<file path="src/rtl/eq_gain_scheduler.sv">
// Shadow EQ gain table with dirty tracking. Changed bands are pushed to the DSP one word per cycle
// over valid/ready. A push burst starts only on the cycle after an ADC sample-done pulse.
module eq_gain_scheduler #(
  parameter int N_BAND   = 7,
  parameter int GAIN_W   = 16,
  parameter int GAIN_MAX = 12,
  parameter int GAIN_MIN = -11
) (
  input  logic                     i_clk,
  input  logic                     i_rst,
  input  logic                     i_sample_done,
  input  logic                     i_req_valid,
  input  logic [2:0]               i_req_band,
  input  logic signed [GAIN_W-1:0] i_req_gain,
  output logic                     o_req_ready,
  input  logic                     i_clear,
  output logic                     o_cfg_valid,
  output logic [2:0]               o_cfg_band,
  output logic signed [GAIN_W-1:0] o_cfg_gain,
  input  logic                     i_cfg_ready,
  output logic [N_BAND-1:0]        o_dirty,
  output logic                     o_busy
);

  typedef enum logic [1:0] {S_IDLE, S_ARM, S_PUSH} state_t;

  localparam logic signed [GAIN_W-1:0] G_MAX = GAIN_W'(GAIN_MAX);
  localparam logic signed [GAIN_W-1:0] G_MIN = GAIN_W'(GAIN_MIN);

  state_t                     state_q, state_d;
  logic signed [GAIN_W-1:0]   shadow_q [N_BAND];
  logic signed [GAIN_W-1:0]   shadow_d [N_BAND];
  logic [N_BAND-1:0]          dirty_q, dirty_d;
  logic                       rewr_q, rewr_d;
  logic                       cfg_valid_q, cfg_valid_d;
  logic [2:0]                 cfg_band_q, cfg_band_d;
  logic signed [GAIN_W-1:0]   cfg_gain_q, cfg_gain_d;
  logic                       wr_en, hs, hit_cur;
  logic signed [GAIN_W-1:0]   clamped;
  logic [2:0]                 next_band;

  function automatic logic [2:0] lowest(input logic [N_BAND-1:0] m);
    logic [2:0] idx;
    idx = '0;
    for (int i = N_BAND - 1; i >= 0; i--) begin
      if (m[i]) idx = 3'(i);
    end
    return idx;
  endfunction

  assign o_req_ready = ~i_clear;
  assign wr_en       = i_req_valid && !i_clear && ({1'b0, i_req_band} < 4'(N_BAND));
  assign hs          = cfg_valid_q && i_cfg_ready;
  assign hit_cur     = cfg_valid_q && wr_en && (i_req_band == cfg_band_q);
  assign clamped     = (i_req_gain > G_MAX) ? G_MAX :
                       (i_req_gain < G_MIN) ? G_MIN : i_req_gain;

  always_comb begin
    state_d     = state_q;
    shadow_d    = shadow_q;
    dirty_d     = dirty_q;
    rewr_d      = rewr_q;
    cfg_valid_d = cfg_valid_q;
    cfg_band_d  = cfg_band_q;
    cfg_gain_d  = cfg_gain_q;

    // A presented band rewritten or cleared before its handshake must stay dirty for a re-push.
    if (cfg_valid_q && !hs && (hit_cur || i_clear)) rewr_d = 1'b1;
    if (hs && !(rewr_q || hit_cur)) dirty_d[cfg_band_q] = 1'b0;

    for (int b = 0; b < N_BAND; b++) begin
      if (wr_en && (i_req_band == 3'(b))) begin
        shadow_d[b] = clamped;
        dirty_d[b]  = 1'b1;
      end
    end
    if (i_clear) begin
      for (int b = 0; b < N_BAND; b++) shadow_d[b] = '0;
      dirty_d = '1;
    end

    next_band = lowest(dirty_d);

    case (state_q)
      S_IDLE, S_ARM: begin
        if (i_sample_done && (dirty_q != '0)) begin
          state_d     = S_PUSH;
          cfg_valid_d = 1'b1;
          cfg_band_d  = next_band;
          cfg_gain_d  = shadow_d[next_band];
          rewr_d      = 1'b0;
        end else if (dirty_q != '0) begin
          state_d = S_ARM;
        end else begin
          state_d = S_IDLE;
        end
      end
      S_PUSH: begin
        if (hs) begin
          rewr_d = 1'b0;
          if (dirty_d != '0) begin
            cfg_band_d = next_band;
            cfg_gain_d = shadow_d[next_band];
          end else begin
            cfg_valid_d = 1'b0;
            state_d     = S_IDLE;
          end
        end
      end
      default: state_d = S_IDLE;
    endcase
  end

  always_ff @(posedge i_clk or posedge i_rst) begin
    if (i_rst) begin
      state_q     <= S_IDLE;
      dirty_q     <= '0;
      rewr_q      <= 1'b0;
      cfg_valid_q <= 1'b0;
      cfg_band_q  <= '0;
      cfg_gain_q  <= '0;
      for (int b = 0; b < N_BAND; b++) shadow_q[b] <= '0;
    end else begin
      state_q     <= state_d;
      dirty_q     <= dirty_d;
      rewr_q      <= rewr_d;
      cfg_valid_q <= cfg_valid_d;
      cfg_band_q  <= cfg_band_d;
      cfg_gain_q  <= cfg_gain_d;
      for (int b = 0; b < N_BAND; b++) shadow_q[b] <= shadow_d[b];
    end
  end

  assign o_cfg_valid = cfg_valid_q;
  assign o_cfg_band  = cfg_band_q;
  assign o_cfg_gain  = cfg_gain_q;
  assign o_dirty     = dirty_q;
  assign o_busy      = (state_q != S_IDLE);

endmodule

</file>
<file path="config.mk">
export PLATFORM = sky130hd
export DESIGN_NAME = eq_gain_scheduler
export DESIGN_NICKNAME = d
export VERILOG_FILES = /design/src/rtl/eq_gain_scheduler.sv
export SDC_FILE = /design/constraint.sdc
export NUM_CORES = 1
export LEC_CHECK = 0
export CAP_MARGIN = 20
export CELL_PAD_IN_SITES_DETAIL_PLACEMENT = 1
export CELL_PAD_IN_SITES_GLOBAL_PLACEMENT = 1
export CORE_MARGIN = 3
export CORE_UTILIZATION = 35
export CTS_CLUSTER_DIAMETER = 80
export CTS_CLUSTER_SIZE = 20
export DETAILED_ROUTE_END_ITERATION = 7
export PLACE_DENSITY = 0.76
export SETUP_SLACK_MARGIN = 0.4
export SYNTH_ARGS = -nofsm -noshare
export SYNTH_HDL_FRONTEND = slang
export SYNTH_SLANG_ARGS = --single-unit
</file>
<file path="constraint.sdc">
create_clock -name i_clk -period 10.5 [get_ports i_clk]
set_input_delay 2.1 -clock i_clk [delete_from_list [all_inputs] [get_ports i_clk]]
set_output_delay 2.1 -clock i_clk [all_outputs]
set_load 0.02 [all_outputs]
</file>
==> key figures <==
Min path
  • Worst Hold Depth: 2
  • Worst min-delay path category: flop to flop

Drt
  • Post-route ant nets: 0
  • Total wire length: 24920 µm
  • Detailed-router iteration count before antenna repair: 5
  • Post-DR vias/cell: 6.028
  • Initial DRC count: 543
  • Total vias in the final route: 6384
  • Number of remaining DRC errors: 0
  • Routed wire per std cell: ~24 µm

Pwr
  • PD cells: roughly 160 nW/µm²
  • Overall power consumption: 1.351 mW
  • Worst vdd rail ir drop: 0.0001185 V
  • Leakage power total: 3.603 nW

STA
  • Worst Clk Skew: between 0.007 and 0.008 ns
  • Final setup violation count: 0
  • Unrepaired setup endpoints after global routing: no
  • Slew Limit Fails: 0
  • Final critical delay including setup and external delays: 5.722 ns
  • Max-slew headroom at the worst pin: 25.00%
  • Final-layout setup total negative slack: 0 ns
  • Final worst-path cycle share: a little over half
  • Count of endpoints failing hold in the final timing report: 0
  • Highest clock rate: 174.7 MHz
  • Actual transition at the worst max-transition pin: 1.113 ns

Global route
  • Total overflow reported by the global router: 0
  • Wire length of the first global-routing pass: 39110 µm
  • GRT Util Overall: 22.83%
  • Initial antenna violation count: 0
  • Pin count of the biggest net entering global routing: 80
  • Number of global-route vias before repair: around 6700

Cells and area
  • Syn-to-layout area delta: 20.03%
  • Share of cells above drive strength 1: 9.446%
  • Number of nets in the layout: 807
  • Number of diodes: 0

Placement
  • Routability congestion estimate from global placement: 0.8324
  • HPWL after DPL: 15270 µm
  • Port Buffers: 53

Yosys
  • Synthesized net count: 785
  • EDFF count, synth: 0
  • Synthesized flop and latch total: 142
  • Main area contributors after synthesis: sky130_fd_sc_hd__dfrtp_1 50%, sky130_fd_sc_hd__o21ai_0 7.5%, sky130_fd_sc_hd__nand3_1 5.4%, sky130_fd_sc_hd__nand2_1 3.1%, sky130_fd_sc_hd__a21oi_1 2.5%
  • Prevailing post-synth register cell: sky130_fd_sc_hd__dfrtp_1
  • Sequential share of the synthesized area: 49.51%
  • Yosys warnings: 0
  • Post-synthesis instance total: 759
  • Share of Yosys cell area claimed by the top area cell type: 49.51%
  • Average cell area after synthesis: 9.456 µm²
  • Synthesized area: 7177 µm²
  • Largest area contributor in the netlist: sky130_fd_sc_hd__dfrtp_1
  • Number of distinct standard cells referenced by the synthesized netlist: 67
  • Fraction of registers with async set/reset: 100.0%

Setup path
  • Crit end category: output port
  • Crit path buffers/inverters: 3
  • WP data arrival: 3.62 ns
  • Total stage count of the critical path: 3
  • Largest fanout of any net on the critical path: 10
  • Maximum single-stage delay on the critical path: about 0.66 ns
  • CP max stage cell: sky130_fd_sc_hd__clkdlybuf4s50_1
  • Worst Path Required: 8.40 ns
  • Startpoint types: input port
  • Top Family by Delay on Critical Path: buffers and inverters
  • Crit path top cell by count: sky130_fd_sc_hd__clkdlybuf4s50_1
  • Crit-path cells: clkdlybuf4s50_1 -> inv_2 -> clkdlybuf4s50_1
  • Worst setup path category: input port to output port
  • R2R cell count: 7

Clock network
  • TritonCTS clock tree: built
  • Clock-pin slew of the registers on the worst-case setup and hold paths: around 0.060 ns
  • Count of H-tree levels built during CTS: 4
  • Total setup buffers inserted after CTS: 0
  • # clock sinks: 142
  • Hold buffers post-CTS: 0
  • Gates resized, CTS repair: 0
  • Root cell of the clock tree: sky130_fd_sc_hd__clkbuf_16
  • Number of buffers created by CTS: 17
  • Clk_lat worst skew: 0.43 ns
  • Maximum root-to-sink buffer count: 2

Run
  • # Max-Cap Violations: 0

Floorplan
  • Site Rows: 51
  • Core Box Area: around 20000 µm²
  • Initial cell density of the core: 36.28%
  • Area of the die: 22260 µm²
  • I/O pin total: 54
  • Overall die width: ~150 µm
  • Die Height: about 150 µm

Status
  • Outcome: completed
[final timing paths]
| path | startpoint | endpoint | slack [ns] |
|---|---|---|---|
| max reg2reg | o_cfg_band[1]$_DFFE_PP0P_ | o_cfg_gain[3]$_DFFE_PP0P_ | 7.07 |
| max | i_clear | o_req_ready | 4.78 |
| min reg2reg | shadow_q[9]$_DFF_PP0_ | shadow_q[9]$_DFF_PP0_ | 0.49 |
| min | shadow_q[9]$_DFF_PP0_ | shadow_q[9]$_DFF_PP0_ | 0.49 |
| max in group asynchronous | i_rst | shadow_q[49]$_DFF_PP0_ | 6.88 |
| min in group asynchronous | i_rst | shadow_q[107]$_DFF_PP0_ | 2.15 |
[cells in the final DEF (no fill, tap or decap), types with 4 or more instances in the layout]
| cell type | instances |
|---|---|
| sky130_fd_sc_hd__nand4_1 | 20 |
| sky130_fd_sc_hd__a2111o_1 | 12 |
| sky130_fd_sc_hd__a21oi_1 | 36 |
| sky130_fd_sc_hd__nand4b_1 | 13 |
| sky130_fd_sc_hd__clkbuf_8 | 5 |
| sky130_fd_sc_hd__nand3_1 | 77 |
| sky130_fd_sc_hd__clkbuf_16 | 17 |
| sky130_fd_sc_hd__bufinv_16 | 6 |
| sky130_fd_sc_hd__buf_4 | 15 |
| sky130_fd_sc_hd__nand2b_1 | 8 |
| sky130_fd_sc_hd__o211ai_1 | 5 |
| sky130_fd_sc_hd__or4b_1 | 6 |
| sky130_fd_sc_hd__or3_1 | 15 |
| sky130_fd_sc_hd__nor2_1 | 31 |
| sky130_fd_sc_hd__inv_1 | 7 |
| sky130_fd_sc_hd__a31oi_1 | 7 |
| sky130_fd_sc_hd__o2111ai_1 | 13 |
| sky130_fd_sc_hd__dfrtp_1 | 142 |
| sky130_fd_sc_hd__a22oi_2 | 4 |
| sky130_fd_sc_hd__clkdlybuf4s50_1 | 53 |
| sky130_fd_sc_hd__a21o_1 | 18 |
| sky130_fd_sc_hd__o21ai_1 | 20 |
| sky130_fd_sc_hd__mux2i_1 | 8 |
| sky130_fd_sc_hd__o21ai_0 | 108 |
| sky130_fd_sc_hd__nor3_1 | 14 |
| sky130_fd_sc_hd__a22oi_1 | 12 |
| sky130_fd_sc_hd__nand2_1 | 59 |
[layer usage]
| metal | vias to the layer above | routed length [µm] | global-route usage, % |
|---|---|---|---|
| met2 | 222 | 11740 | 35.78 |
| met4 | 0 | 622 | 8.467 |
| li1 | 2862 | - | - |
| met3 | 47 | 1511 | 5.135 |
| met5 | - | 0 | 0 |
| met1 | 3253 | 11050 | 31.05 |
[kinds of logic after synthesis]
family / after synthesis / synth area share (%)
muxes: 8 / 1.116
adders and majority gates: 1 / 0.1743
buffers and inverters: 77 / 4.986
AOI/OAI and AO/OA: 262 / 23.99
and+or+nand+nor: 266 / 19.86
xor gates and xnor gates: 3 / 0.3662
DFF: 142 / 49.51
[power by group]
part / internal [mW] / switching, mW / leakage [nW]
Combinational: 0.0207 / 0.0559 / 1.33
Sequential: 0.555 / 0.00221 / 1.93
Clock: 0.477 / 0.241 / 0.338
[worst register-to-register path, cell delays in order (launching register included)]
cell,delay [ns]
sky130_fd_sc_hd__dfrtp_1,0.49
sky130_fd_sc_hd__and4bb_1,0.39
sky130_fd_sc_hd__nand2_1,0.10
sky130_fd_sc_hd__o31ai_1,0.50
sky130_fd_sc_hd__o2111ai_4,0.42
sky130_fd_sc_hd__o21ba_1,1.10
sky130_fd_sc_hd__a22oi_1,0.19
sky130_fd_sc_hd__nand4_1,0.17
[stage by stage]
step / util [%] / hold WS, ns / setup slack [ns] / instances / area, µm²
2_1_floorplan: - / 0.4583 / 4.590 / 759 / 7177
3_3_place_gp: 39.73 / 0.4708 / 4.813 / 1025 / 7860
3_5_place_dp: 39.87 / 0.4851 / 4.791 / 1026 / 7888
4_1_cts: 43.41 / 0.4986 / 4.775 / 1058 / 8587
5_1_grt: 43.55 / 0.5258 / 4.705 / 1059 / 8615
6_report: 43.55 / 0.4926 / 4.778 / 1059 / 8615
[state kept, by name, indices dropped and copies added, names as in the netlist]
signal,flops
o_dirty,7
state_q,2
rewr_q,1
o_cfg_valid,1
o_cfg_gain,16
o_cfg_band,3
shadow_q,112
[Yosys cell counts, drive strengths merged (2+ instances only)]
library cell  count
a2111o           12
a211oi            2
a21o             18
a21oi            37
a22oi            16
a31oi             7
buf              36
clkbuf           31
dfrtp           142
inv              10
mux2i             8
nand2            60
nand2b            9
nand3            77
nand3b            2
nand4            20
nand4b           13
nor2             33
nor2b             4
nor3             14
nor4              3
o2111a            2
o2111ai          14
o211ai            7
o21a              2
o21ai           128
o31a              2
o31ai             4
o41ai             2
or2               4
or3              15
or4b              6
xor2              3
[area by class of cell]
| cell class | instances | area (µm²) |
|---|---|---|
| clock buffer | 22 | 494.2 |
| clock inverter | 10 | 205.2 |
| fill | 2268 | 11170 |
| inverter | 10 | 42.54 |
| multi-input combinational | 540 | 3289 |
| sequential | 142 | 3553 |
| tap | 265 | 331.6 |
| timing repair buffer | 70 | 698.2 |
Note: power is estimated with default switching activity, not from simulation.
